==> src/rtl/stream_serializer_eof_if.sv <==
// Handshake bundle for the EOF serializer: wide word in, narrow element out.
interface stream_serializer_eof_if #(
    parameter int unsigned DataBits = 8,
    parameter int unsigned Ratio    = 2
);
    localparam int unsigned CntBits  = (Ratio > 1) ? $clog2(Ratio) : 1;
    localparam int unsigned WordBits = Ratio * DataBits;

    logic                in_valid;
    logic                in_ready;
    logic [WordBits-1:0] in_data;
    logic                in_eof;
    logic [CntBits-1:0]  in_count;
    logic                out_valid;
    logic                out_ready;
    logic [DataBits-1:0] out_data;
    logic                out_eof;

    modport master (
        output in_valid, in_data, in_eof, in_count, out_ready,
        input  in_ready, out_valid, out_data, out_eof
    );

    modport slave (
        input  in_valid, in_data, in_eof, in_count, out_ready,
        output in_ready, out_valid, out_data, out_eof
    );
endinterface

==> src/rtl/stream_serializer_eof.sv <==
// Splits a wide word into Ratio narrow elements (LSB first); a short final word
// emits only in_count+1 elements and flags the last one with out_eof.
module stream_serializer_eof #(
    parameter int unsigned DataBits = 8,
    parameter int unsigned Ratio    = 2
) (
    input  logic                   clk,
    input  logic                   rst_n,
    stream_serializer_eof_if.slave bus
);
    localparam int unsigned CntBits  = (Ratio > 1) ? $clog2(Ratio) : 1;
    localparam int unsigned WordBits = Ratio * DataBits;
    localparam logic [CntBits-1:0] LastIdx = CntBits'(Ratio - 1);

    logic                out_valid_q, out_valid_d;
    logic [DataBits-1:0] out_data_q,  out_data_d;
    logic                out_eof_q,   out_eof_d;
    logic [CntBits-1:0]  idx_q,       idx_d;
    logic [CntBits-1:0]  lim_q,       lim_d;
    logic                word_eof_q,  word_eof_d;
    logic [WordBits-1:0] hold_q,      hold_d;

    logic                last_c;
    logic                in_ready_c;
    logic [CntBits-1:0]  load_lim_c;

    always_ff @(posedge clk or negedge rst_n) begin
        if (!rst_n) begin
            out_valid_q <= 1'b0;
            out_data_q  <= '0;
            out_eof_q   <= 1'b0;
            idx_q       <= '0;
            lim_q       <= '0;
            word_eof_q  <= 1'b0;
            hold_q      <= '0;
        end else begin
            out_valid_q <= out_valid_d;
            out_data_q  <= out_data_d;
            out_eof_q   <= out_eof_d;
            idx_q       <= idx_d;
            lim_q       <= lim_d;
            word_eof_q  <= word_eof_d;
            hold_q      <= hold_d;
        end
    end

    // Remaining elements shift down through hold_q so the next one is always at the bottom.
    always_comb begin
        out_valid_d = out_valid_q;
        out_data_d  = out_data_q;
        out_eof_d   = out_eof_q;
        idx_d       = idx_q;
        lim_d       = lim_q;
        word_eof_d  = word_eof_q;
        hold_d      = hold_q;

        last_c     = (idx_q == lim_q);
        in_ready_c = !out_valid_q || (bus.out_ready && last_c);
        load_lim_c = LastIdx;
        if (bus.in_eof && (bus.in_count < LastIdx)) begin
            load_lim_c = bus.in_count;
        end

        if (bus.in_valid && in_ready_c) begin
            out_valid_d = 1'b1;
            out_data_d  = bus.in_data[DataBits-1:0];
            idx_d       = '0;
            lim_d       = load_lim_c;
            word_eof_d  = bus.in_eof;
            out_eof_d   = bus.in_eof && (load_lim_c == '0);
            hold_d      = bus.in_data >> DataBits;
        end else if (out_valid_q && bus.out_ready) begin
            if (!last_c) begin
                idx_d      = idx_q + CntBits'(1);
                out_data_d = hold_q[DataBits-1:0];
                hold_d     = hold_q >> DataBits;
                out_eof_d  = word_eof_q && ((idx_q + CntBits'(1)) == lim_q);
            end else begin
                out_valid_d = 1'b0;
            end
        end
    end

    assign bus.in_ready  = in_ready_c;
    assign bus.out_valid = out_valid_q;
    assign bus.out_data  = out_data_q;
    assign bus.out_eof   = out_eof_q;

endmodule

==> src/flat_wrapper.sv <==
// flat-port wrapper written by rule: the top's interface ports become plain ports
module stream_serializer_eof_flat 
#(
    parameter int unsigned DataBits = 8,
    parameter int unsigned Ratio    = 2
)
  (clk, rst_n, bus_in_valid, bus_in_data, bus_in_eof, bus_in_count, bus_out_ready, bus_in_ready, bus_out_valid, bus_out_data, bus_out_eof);
  stream_serializer_eof_if #(.DataBits(DataBits), .Ratio(Ratio)) bus_i ();
  input  logic clk;
  input  logic rst_n;
  input wire logic [$bits(bus_i.in_valid)-1:0] bus_in_valid;
  input wire logic [$bits(bus_i.in_data)-1:0] bus_in_data;
  input wire logic [$bits(bus_i.in_eof)-1:0] bus_in_eof;
  input wire logic [$bits(bus_i.in_count)-1:0] bus_in_count;
  input wire logic [$bits(bus_i.out_ready)-1:0] bus_out_ready;
  output wire logic [$bits(bus_i.in_ready)-1:0] bus_in_ready;
  output wire logic [$bits(bus_i.out_valid)-1:0] bus_out_valid;
  output wire logic [$bits(bus_i.out_data)-1:0] bus_out_data;
  output wire logic [$bits(bus_i.out_eof)-1:0] bus_out_eof;
  assign bus_i.in_valid = bus_in_valid;
  assign bus_i.in_data = bus_in_data;
  assign bus_i.in_eof = bus_in_eof;
  assign bus_i.in_count = bus_in_count;
  assign bus_i.out_ready = bus_out_ready;
  assign bus_in_ready = bus_i.in_ready;
  assign bus_out_valid = bus_i.out_valid;
  assign bus_out_data = bus_i.out_data;
  assign bus_out_eof = bus_i.out_eof;
  stream_serializer_eof #(.DataBits(DataBits), .Ratio(Ratio)) u_core (.clk(clk), .rst_n(rst_n), .bus(bus_i));
endmodule
==> config.mk <==
export PLATFORM = sky130hd
export DESIGN_NAME = stream_serializer_eof_flat
export DESIGN_NICKNAME = d
export VERILOG_FILES = /design/src/rtl/stream_serializer_eof_if.sv /design/src/rtl/stream_serializer_eof.sv /design/src/flat_wrapper.sv
export SDC_FILE = /design/constraint.sdc
export NUM_CORES = 1
export LEC_CHECK = 0
export CAP_MARGIN = 20
export CORE_UTILIZATION = 44
export CTS_CLUSTER_SIZE = 28
export DETAILED_ROUTE_END_ITERATION = 16
export GPL_TIMING_DRIVEN = 0
export HOLD_SLACK_MARGIN = 0.1
export PLACE_DENSITY = 0.78
export SLEW_MARGIN = 30
export SYNTH_ARGS = -nofsm -noshare
export SYNTH_HDL_FRONTEND = slang
export SYNTH_SLANG_ARGS = --single-unit
==> constraint.sdc <==
create_clock -name clk -period 1.7 [get_ports clk]
set_clock_uncertainty 0.05 [all_clocks]
set_input_delay 0.255 -clock clk [delete_from_list [all_inputs] [get_ports clk]]
set_output_delay 0.255 -clock clk [all_outputs]
set_load 0.02 [all_outputs]
==> out/metrics.yaml, run 1 <==
slowest_delay_ns: 0.45
area_delta_synth_final_pct: 44.9
drv_slew: 0
cts_buffer_depth: 2
p_int_w: 0.00155
p_clk_frac: 0.095
cts.sinks: 21
drt_iter0_markers: 24
crit_start: "u_core.idx_q$_DFFE_PN0P_"
vdd_ir_drop_max_uv: 894
die_x_um: 48.9
ys_ff_latch: 21
worstPathArrival_ns: 1.38
ys_seq_area_frac: 0.544
power_frac_seq: 0.349
p_switching_w: 0.000972
combPwrFrac: 0.556
viasPerCell: 5.45
setup_viol: 0
cp_data_required_time_ns: 1.39
min_period_ns: 1.68
nNetsFinal: 139
routedWlPerCell_um: 14.3
setup_slack_ns: 0.0188
seq_area_um2: 529
path_class: "flip-flop to output port"
r2r_cells: 4
hold_path_class: "input port to async pin"
cp_max_fo: 10
pwr_density_cell_mw_per_mm2: 1800
netlist_area_um2: 966
hold-worst-slack_ns: 0.369
multi_input_area_um2: 430
tightest_slew_ns: 0.441
overflow: 0
crit_chain: "xor2_2 -> buf_6 -> o21ai_4 -> buf_6"
synthDistinctLibCells: 25
vias: 779
hpwlAfterDp_mm: 1.51
core_mm2: 0.00202
start_util: 0.478
reg2reg_slack_ns: 0.14
slowest_stage: "dfrtp_2"
rsz0062_at_grt: "yes"
h-tree-depth: 1
clk_pin_slew_ns: 0.12
reg2reg_to: "u_core.word_eof_q$_DFFE_PN0N_"
cpLargestDelayFamily: "flip-flops"
remaining_drc_errors: 0
syn_area_per_cell_um2: 12.5
rows: 16
cp_common_cell: "buf_6"
layout.cells.non_filler: 143
cts_buffers: 3
drt_pass1_iterations: 4
finalPower_w: 0.00252
totalWireLength_mm: 2.05
hold_violations: 0
die_h_um: 48.9
place.port_buffers: 32
layout-drive-gt1-share: 0.155
end_kind: "output port"
ys_warn_count: 0
clk_latency_ns: 0.29
post-place-ws_ns: -0.315
slew_headroom: 0.706
worst-path-buf-inv: 2
rr_startpoint: "u_core.idx_q$_DFFE_PN0P_"
cts-root-buf: "clkbuf_4"
switching_share: 0.385
n_antenna_cell: 0
grt_max_degree: 22
die_area_mm2: 0.00239
antenna_found_initial: 0
design.portCount: 33
period_share: 0.989
startpoint_type: "flip-flop"
syn_inst: 77
status: "finished, final reports clean"
placed_cells: 136
grt_pass1_vias: 735
max_cap_violations: 0
gp_congestion: 0.731
track_usage: 0.187
fmax_mhz: 595
drtAntennaViolNets: 0
syn_nets: 99
grt_pass1_wl_mm: 3.45
cts_tree: "yes"
cellLeakagePower_nw: 0.577
fillers: 155
[sequential cells by signal, summed over array words and instances (netlist names)]
name,count
u_core.bus.out_data,8
u_core.hold_q,8
u_core.word_eof_q,1
u_core.idx_q,1
u_core.lim_q,1
u_core.bus.out_valid,1
u_core.bus.out_eof,1
[routing by layer]
layer | wire, µm | share of wire | global-route usage
met5 | 0 | 0 | 0
met1 | 986 | 0.48 | 0.260
met4 | 36 | 0.018 | 0.0490
met3 | 75 | 0.037 | 0.0405
met2 | 953 | 0.46 | 0.296
[synthesized netlist by cell type]
cell type,count,area [µm²]
a211o_1,1,8.76
inv_1,3,11.3
dfrtp_1,21,526
a21oi_1,1,5.00
xor2_1,1,8.76
o221ai_1,1,8.76
and3b_1,1,8.76
a21o_1,1,7.51
mux2_1,1,11.3
a22o_1,9,78.8
o21ai_0,2,10.0
o221a_1,8,90.1
xnor2_1,1,8.76
a32o_1,1,10.0
buf_4,1,7.51
nand3_1,1,5.00
nand2_1,2,7.51
nand3b_1,8,60.1
buf_2,2,10.0
nor2b_1,3,18.8
nand2b_1,2,12.5
o21ai_1,2,10.0
a22oi_2,1,12.5
a21oi_4,1,16.3
and2_1,2,12.5
[logic make-up after synthesis]
kind of cell | share of synthesized area
compound gates | 0.267
xor+xnor | 0.0181
buf+inv | 0.0298
flops | 0.544
mux | 0.0117
simple gates | 0.130
[layout by cell type, fill, tap and decap left out, drive strengths merged]
cell and instances:
a211o 1, o221ai 1, buf 7, a22oi 1, xnor2 1, clkbuf 3
o21ai 4, a32o 1, nand2 2, nand3b 8, inv 3, a21oi 2
o221a 8, xor2 1, a22o 9, and2 2, dlymetal6s2s 1, clkdlybuf4s50 29
nand2b 2, and3b 1, nor2b 3, nand3 1, a21o 1, dlygate4sd3 1
mux2 1, clkinv 1, dfrtp 21
[worst reg2reg max path, cell delays in order, from the launching register on]
cell and delay, ns:
dfrtp_2 0.45, buf_4 0.16, xnor2_1 0.17, a21oi_4 0.29, mux2_1 0.35
[worst max-delay path by stage]
stage | slack [ns] | to | depth (start not counted)
final | 0.02 | bus_in_ready | 4
after global routing | -0.04 | bus_in_ready | 4
after CTS | -0.006 | bus_in_ready | 4
after detailed placement | -0.31 | bus_in_ready | 4
after global placement | -0.29 | bus_in_ready | 4
after floorplan | 0.24 | bus_in_ready | 3
[per-stage QoR]
| step | setup TNS, ns | area (µm²) | util |
|---|---|---|---|
| finish | 0 | 1400 | 0.692 |
| floorplan | 0 | 966 | - |
| global route | -0.0440 | 1400 | 0.692 |
| global placement | -0.947 | 1320 | 0.653 |
| CTS | -0.00593 | 1380 | 0.683 |
| detailed placement | -1.26 | 1320 | 0.653 |
[layout make-up]
class                      instances  share of cell area
tap                               27              0.0241
inverter                           3             0.00804
multi-input combinational         50               0.307
buffer                             3              0.0170
clock inverter                     1             0.00357
sequential                        21               0.378
timing repair buffer              35               0.246
clock buffer                       3              0.0161
[what timing repair did]
| action | in CTS | in global routing |
|---|---|---|
| hold buffers | 0 | 1 |
| endpoints found under the setup margin | 2 | 2 |
| endpoints found under the hold margin | 0 | 21 |
| pin swaps | 0 | 0 |
| cloned | 0 | 0 |
| buffers inserted | 2 | 0 |
| resized for setup | 12 | 3 |
[power by group through the flow]
stage	Combinational (W)	Sequential, W	Clock [W]
after detailed placement	0.00127	0.000898	0
after global routing	0.00150	0.000908	0.000267
after floorplan	0.000686	0.000997	0
after global placement	0.00124	0.000879	0
final	0.00140	0.000881	0.000238
after CTS	0.00137	0.000876	0.000242
No activity file was read; power rests on OpenSTA's default activity.
==> run 2: changes to the inputs <==
- ABC_AREA: not set -> 1
- CORE_UTILIZATION: 44 -> 46
==> run 2 against run 1 <==
Critical path depth is 3 higher. Critical endpoint unchanged. Largest power group unchanged. Maximum frequency grew 2.1%. Flip-flop and latch count did not move. Cell area up 12%. Largest cell class unchanged. Non-clock buffer count grew 3. First-iteration DRC count decreased by 63%. Utilization is 0.47 points lower. Sequential share of layout area down 4.1 points.
==> out/metrics.yaml, run 2 <==
synth-compound-area-share: 0.0600  # -0.207
die_h_um: 51.9  # +6.3%
clk_latency_ns: 0.30  # about the same
overflow: 0  # unchanged
worstPathArrival_ns: 1.34  # -0.04 ns
syn_inst: 130  # +69%
final_common_cell: "nand2_1"
max_cap_violations: 0  # unchanged
grt_pass1_vias: 821  # +12%
area_delta_synth_final_pct: 36.4
cts_buffer_depth: 2  # unchanged
synthDistinctLibCells: 18  # -28%
die_area_mm2: 0.00270  # +13%
routedWlPerCell_um: 11.5  # -20%
hold_path_class: "input port to async pin"
post-place-ws_ns: -0.381  # -0.0660 ns
synthMuxAreaShare: 0  # -0.0117
status: "finished, final reports clean"
cts.sinks: 21  # unchanged
grt_pass1_wl_mm: 3.67  # +6.4%
viasPerCell: 4.85  # -11%
end_kind: "output port"
synth_edf_count: 0  # unchanged
min_period_ns: 1.65  # -0.0352 ns
vias: 961  # +23%
placed_area_mm2: 0.00150  # +14%
cellLeakagePower_nw: 0.790  # +37%
syn_area_per_cell_um2: 8.83  # -30%
combPwrFrac: 0.577  # +0.021
cp_data_required_time_ns: 1.39  # about the same
synthAdderAreaFrac: 0  # unchanged
drt_pass1_iterations: 4  # unchanged
antenna_found_initial: 0  # unchanged
drv_slew: 0  # unchanged
cts_buffers: 3  # unchanged
period_share: 0.968  # -0.0207
cts_tree: "yes"
switching_share: 0.419  # +0.0336
totalWireLength_mm: 2.27  # +11%
vdd_ir_drop_max_uv: 1080  # +21%
gp_congestion: 0.786  # +7.5%
hold_violations: 0  # unchanged
ys_ff_latch: 21  # unchanged
finalPower_w: 0.00247  # -2.0%
clk_pin_slew_ns: 0.12  # about the same
remaining_drc_errors: 0  # unchanged
n_antenna_cell: 0  # unchanged
netlist_area_mm2: 0.00115  # +19%
cp_max_fo: 5  # -5
startpoint_type: "flip-flop"
track_usage: 0.184  # -0.00298
power_frac_seq: 0.325  # -0.024
yosysTopAreaCellShare: 0.458  # -0.0860
slew_headroom: 0.696  # -0.0104
p_switching_w: 0.00104  # +6.6%
synth_ff_type: "dfrtp_1"
ys_warn_count: 0  # unchanged
rows: 17  # +1
synthSimpleGateAreaFrac: 0.339  # +0.210
setup_viol: 0  # unchanged
h-tree-depth: 1  # unchanged
die_x_um: 51.9  # +6.3%
path_class: "flip-flop to output port"
post-synth-top-count-cell: "nand2_1"
ys_seq_area_frac: 0.458  # -0.0860
tightest_slew_ns: 0.457  # +0.0156 ns
p_clk_frac: 0.098  # +0.003
place.port_buffers: 32  # unchanged
cts-root-buf: "clkbuf_4"
synthTopCellsByArea: "dfrtp_1 46%, nand2_1 14%, nand3_2 9.6%"
synth_top_family_by_area: "simple AND/OR/NAND/NOR gates"
hpwlAfterDp_mm: 1.65  # +8.8%
synthXorXnorAreaFrac: 0  # -0.0181
yosysTopAreaCell: "dfrtp_1"
ys_async_sr_fraction: 1.00  # unchanged
syn_nets: 152  # +54%
netlist_top_cells_count: "42 x nand2_1, 21 x dfrtp_1, 21 x inv_1, 11 x nand3_2"
pwr_density_cell_mw_per_mm2: 1580  # -12%
nNetsFinal: 193  # +39%
layout-drive-gt1-share: 0.218  # +0.0625
core_mm2: 0.00228  # +13%
grt_max_degree: 22  # unchanged
p_int_w: 0.00144  # -7.4%
setup_slack_ns: 0.0540  # +0.0352 ns
final_area_mm2: 0.00157  # +12%
layout_common_cells: "41 x nand2_1, 29 x clkdlybuf4s50_1, 20 x inv_1, 20 x dfrtp_1, 10 x nand3_2"
drtAntennaViolNets: 0  # unchanged
fmax_mhz: 608  # +2.1%
start_util: 0.504  # +0.0264
drt_iter0_markers: 9  # -63%
design.portCount: 33  # unchanged
==> run 2: cell types whose count changed after synthesis, sizes merged, moves of 6 or more <==
cell | before | now
o221a | 8 | 0
a22o | 9 | 0
nand3b | 8 | 0
nand3 | 1 | 13
o21ai | 4 | 10
inv | 3 | 24
nand2 | 2 | 47
nand4 | 0 | 9
==> run 2: cell families (layout without fill, tap and decap cells) <==
kind of cell           after synthesis  in the layout
AO/OA/AOI/OAI                       11             11
AND/OR/NAND/NOR                     69             69
buffers and inverters               29             69
flip-flops                          21             21
==> run 2: path summary, 6_finish.rpt <==
| path | startpoint | to | slack, ns | depth (start not counted) |
|---|---|---|---|---|
| hold reg to reg | u_core.bus.out_data[3]$_DFFE_PN0P_ | u_core.bus.out_data[3]$_DFFE_PN0P_ | 0.44 | 2 |
| max in group asynchronous | rst_n | u_core.bus.out_valid$_DFFE_PN0P_ | 0.89 | 2 |
| setup reg to reg | u_core.bus.out_valid$_DFFE_PN0P_ | u_core.bus.out_eof$_DFFE_PN0P_ | 0.25 | 7 |
| setup / recovery | u_core.lim_q$_DFFE_PN0N_ | bus_in_ready | 0.05 | 7 |
| hold / removal | rst_n | u_core.idx_q$_DFFE_PN0P_ | 0.37 | 2 |
| min in group clk | u_core.bus.out_data[3]$_DFFE_PN0P_ | u_core.bus.out_data[3]$_DFFE_PN0P_ | 0.44 | 2 |
==> run 2: metal layers <==
metal  global-route usage  up-vias  part of all wire
met3               0.0263        2             0.033
li1                     -      487                 -
met2                0.295       22              0.50
met4               0.0405        0            0.0048
met5                    0        -                 0
met1                0.261      450              0.46
==> run 2: timing repair <==
action,4_1_cts,5_1_grt
resized for setup,6,5
buffers inserted,0,4
hold buffers,0,1
endpoints found under the hold margin,0,21
endpoints found under the setup margin,2,1
pin swaps,0,1
==> run 2: worst max-delay path: stages, from the launching register on <==
cell	delay, ns
dfrtp_1	0.42
inv_2	0.07
nand2_4	0.09
nand3_4	0.07
buf_8	0.13
nand2_1	0.05
inv_1	0.06
buf_4	0.15
==> run 2: final cells by class <==
type | instances | area [µm²]
Sequential cell | 21 | 527
Timing Repair Buffer | 37 | 352
Clock buffer | 4 | 26.3
Multi-Input combinational cell | 80 | 468
Fill cell | 185 | 711
Tap cell | 28 | 35.0
Inverter | 24 | 97.6
Buffer | 4 | 60.1
==> run 2: through the flow <==
| stage | cells | hold WS, ns | TNS, ns | util |
|---|---|---|---|---|
| final | 198 | 0.369 | 0 | 0.688 |
| after global routing | 198 | 0.418 | -0.0149 | 0.688 |
| after CTS | 194 | 0.445 | 0 | 0.670 |
| after detailed placement | 190 | 0.414 | -0.381 | 0.660 |
| after global placement | 190 | 0.412 | -0.354 | 0.660 |
| after floorplan | 130 | -0.0906 | 0 | - |
==> run 2: power groups by stage <==
| stage | Sequential, W | Combinational, W | Clock (W) |
|---|---|---|---|
| after floorplan | 0.000907 | 0.000814 | 0 |
| after global placement | 0.000799 | 0.00130 | 0 |
| after detailed placement | 0.000808 | 0.00132 | 0 |
| after CTS | 0.000800 | 0.00131 | 0.000246 |
| after global routing | 0.000834 | 0.00158 | 0.000261 |
| final | 0.000803 | 0.00143 | 0.000241 |
==> run 3: changes to the inputs <==
- SLEW_MARGIN: 30 -> not set
==> run 3 against run 2 <==
Via count decreased by 1.2%. Non-clock buffer count decreased by 1. Cell count is 0.51% lower. Count of clock-buffer cells in the layout unchanged.
==> out/metrics.yaml, run 3 (synthesis gave the netlist of run 2 again) <==
cts-root-buf: "clkbuf_4"
core_mm2: 0.00228  # unchanged
n_antenna_cell: 0  # unchanged
remaining_drc_errors: 0  # unchanged
fillers: 187  # +1.1%
cts_tree: "yes"
die_h_um: 51.9  # unchanged
post-place-ws_ns: -0.381  # unchanged
end_kind: "output port"
max_cap_violations: 0  # unchanged
viasPerCell: 4.82  # -0.75%
cts_buffers: 3  # unchanged
period_share: 0.972  # +0.00423
slew_headroom: 0.388  # -0.308
tightest_slew_ns: 0.915  # +0.459 ns
clk_pin_slew_ns: 0.12  # about the same
layout_common_cells: "41 x nand2_1, 30 x clkdlybuf4s50_1, 20 x inv_1, 20 x dfrtp_1, 10 x nand3_2"
die_x_um: 51.9  # unchanged
place.port_buffers: 32  # unchanged
tns_ns: 0  # unchanged
totalWireLength_mm: 2.26  # -0.35%
hold_path_class: "input port to async pin"
hpwlAfterDp_mm: 1.65  # unchanged
final_common_cell: "nand2_1"
drv_slew: 0  # unchanged
fmax_mhz: 605  # -0.43%
pwr_density_cell_mw_per_mm2: 1580  # +0.36%
layout-drive-gt1-share: 0.213  # -0.00463
antenna_found_initial: 0  # unchanged
hold_violations: 0  # unchanged
drt_iter0_markers: 21  # +12
grt_max_degree: 22  # unchanged
design.portCount: 33  # unchanged
min_period_ns: 1.65  # +0.00719 ns
startpoint_type: "flip-flop"
drtAntennaViolNets: 0  # unchanged
area_delta_synth_final_pct: 36.0
grt_pass1_vias: 821  # unchanged
setup_viol: 0  # unchanged
utilization: 0.686  # -0.00220
setup_slack_ns: 0.0468  # -0.00719 ns
h-tree-depth: 1  # unchanged
worstPathArrival_ns: 1.35  # about the same
clk_latency_ns: 0.30  # about the same
routedWlPerCell_um: 11.5  # +0.15%
grt_pass1_wl_mm: 3.67  # unchanged
gp_congestion: 0.786  # unchanged
cellLeakagePower_nw: 0.785  # -0.53%
hold-worst-slack_ns: 0.405  # +0.0361 ns
vdd_ir_drop_max_uv: 1080  # about the same
cts_buffer_depth: 2  # unchanged
cp_max_fo: 5  # unchanged
path_class: "flip-flop to output port"
status: "finished, final reports clean"
rows: 17  # unchanged
overflow: 0  # unchanged
cp_data_required_time_ns: 1.39  # about the same
nNetsFinal: 192  # -0.52%
drt_pass1_iterations: 4  # unchanged
vias: 949  # -1.2%
die_area_mm2: 0.00270  # unchanged
track_usage: 0.184  # unchanged
start_util: 0.504  # unchanged
cts-hold-fix-buffers: 0  # unchanged
cts.sinks: 21  # unchanged
==> run 3: power breakdown <==
| part | internal, W | switching [W] |
|---|---|---|
| sequential | 0.000706 | 0.0000983 |
| clock | 0.0000912 | 0.000149 |
| combinational | 0.000638 | 0.000789 |
| total | 0.00143 | 0.00104 |
==> run 3: routing by layer <==
layer  vias up  track usage  wire length [µm]
met5         -            0                 0
met4         0       0.0405                 9
met3         2       0.0263                69
met2        18        0.295              1120
met1       443        0.261              1070
li1        486            -                 -
==> run 3: stage by stage <==
stage	instance area (µm²)	cells	power, W
finish	1560	197	0.00247
global route	1560	197	0.00267
CTS	1530	194	0.00236
detailed placement	1500	190	0.00213
global placement	1500	190	0.00210
floorplan	1150	130	0.00172
==> run 3: final timing paths <==
path                                                       to                               start  slack, ns  depth (start not counted)
setup reg to reg               u_core.bus.out_eof$_DFFE_PN0P_    u_core.bus.out_valid$_DFFE_PN0P_       0.25                          7
setup / recovery                                 bus_in_ready            u_core.lim_q$_DFFE_PN0N_       0.05                          7
min in group clk           u_core.bus.out_data[3]$_DFFE_PN0P_  u_core.bus.out_data[3]$_DFFE_PN0P_       0.44                          2
hold reg to reg            u_core.bus.out_data[3]$_DFFE_PN0P_  u_core.bus.out_data[3]$_DFFE_PN0P_       0.44                          2
hold / removal                       u_core.idx_q$_DFFE_PN0P_                               rst_n       0.41                          1
max in group asynchronous    u_core.bus.out_valid$_DFFE_PN0P_                               rst_n       0.58                          1
==> run 3: repair_timing <==
action | in CTS | in global routing
gates resized for setup | 6 | 5
pin swaps | 0 | 1
setup buffers | 0 | 4
cloned | 0 | 0
hold endpoints to repair | 0 | 0
setup endpoints to repair | 2 | 1
==> run 3: final cells by class <==
cell class                 instances  area (µm²)  area share
sequential                        21         527       0.338
buffer                             4        60.1      0.0385
timing repair buffer              36         347       0.222
multi-input combinational         80         468       0.300
clock buffer                       4        26.3      0.0168
inverter                          24        97.6      0.0625
tap                               28        35.0      0.0225
==> run 3: worst max-delay path: stages, from the launching register on <==
cell     delay [ns]
dfrtp_1        0.42
inv_2          0.07
nand2_4        0.09
nand3_4        0.08
buf_8          0.13
nand2_1        0.05
inv_1          0.06
buf_4          0.15
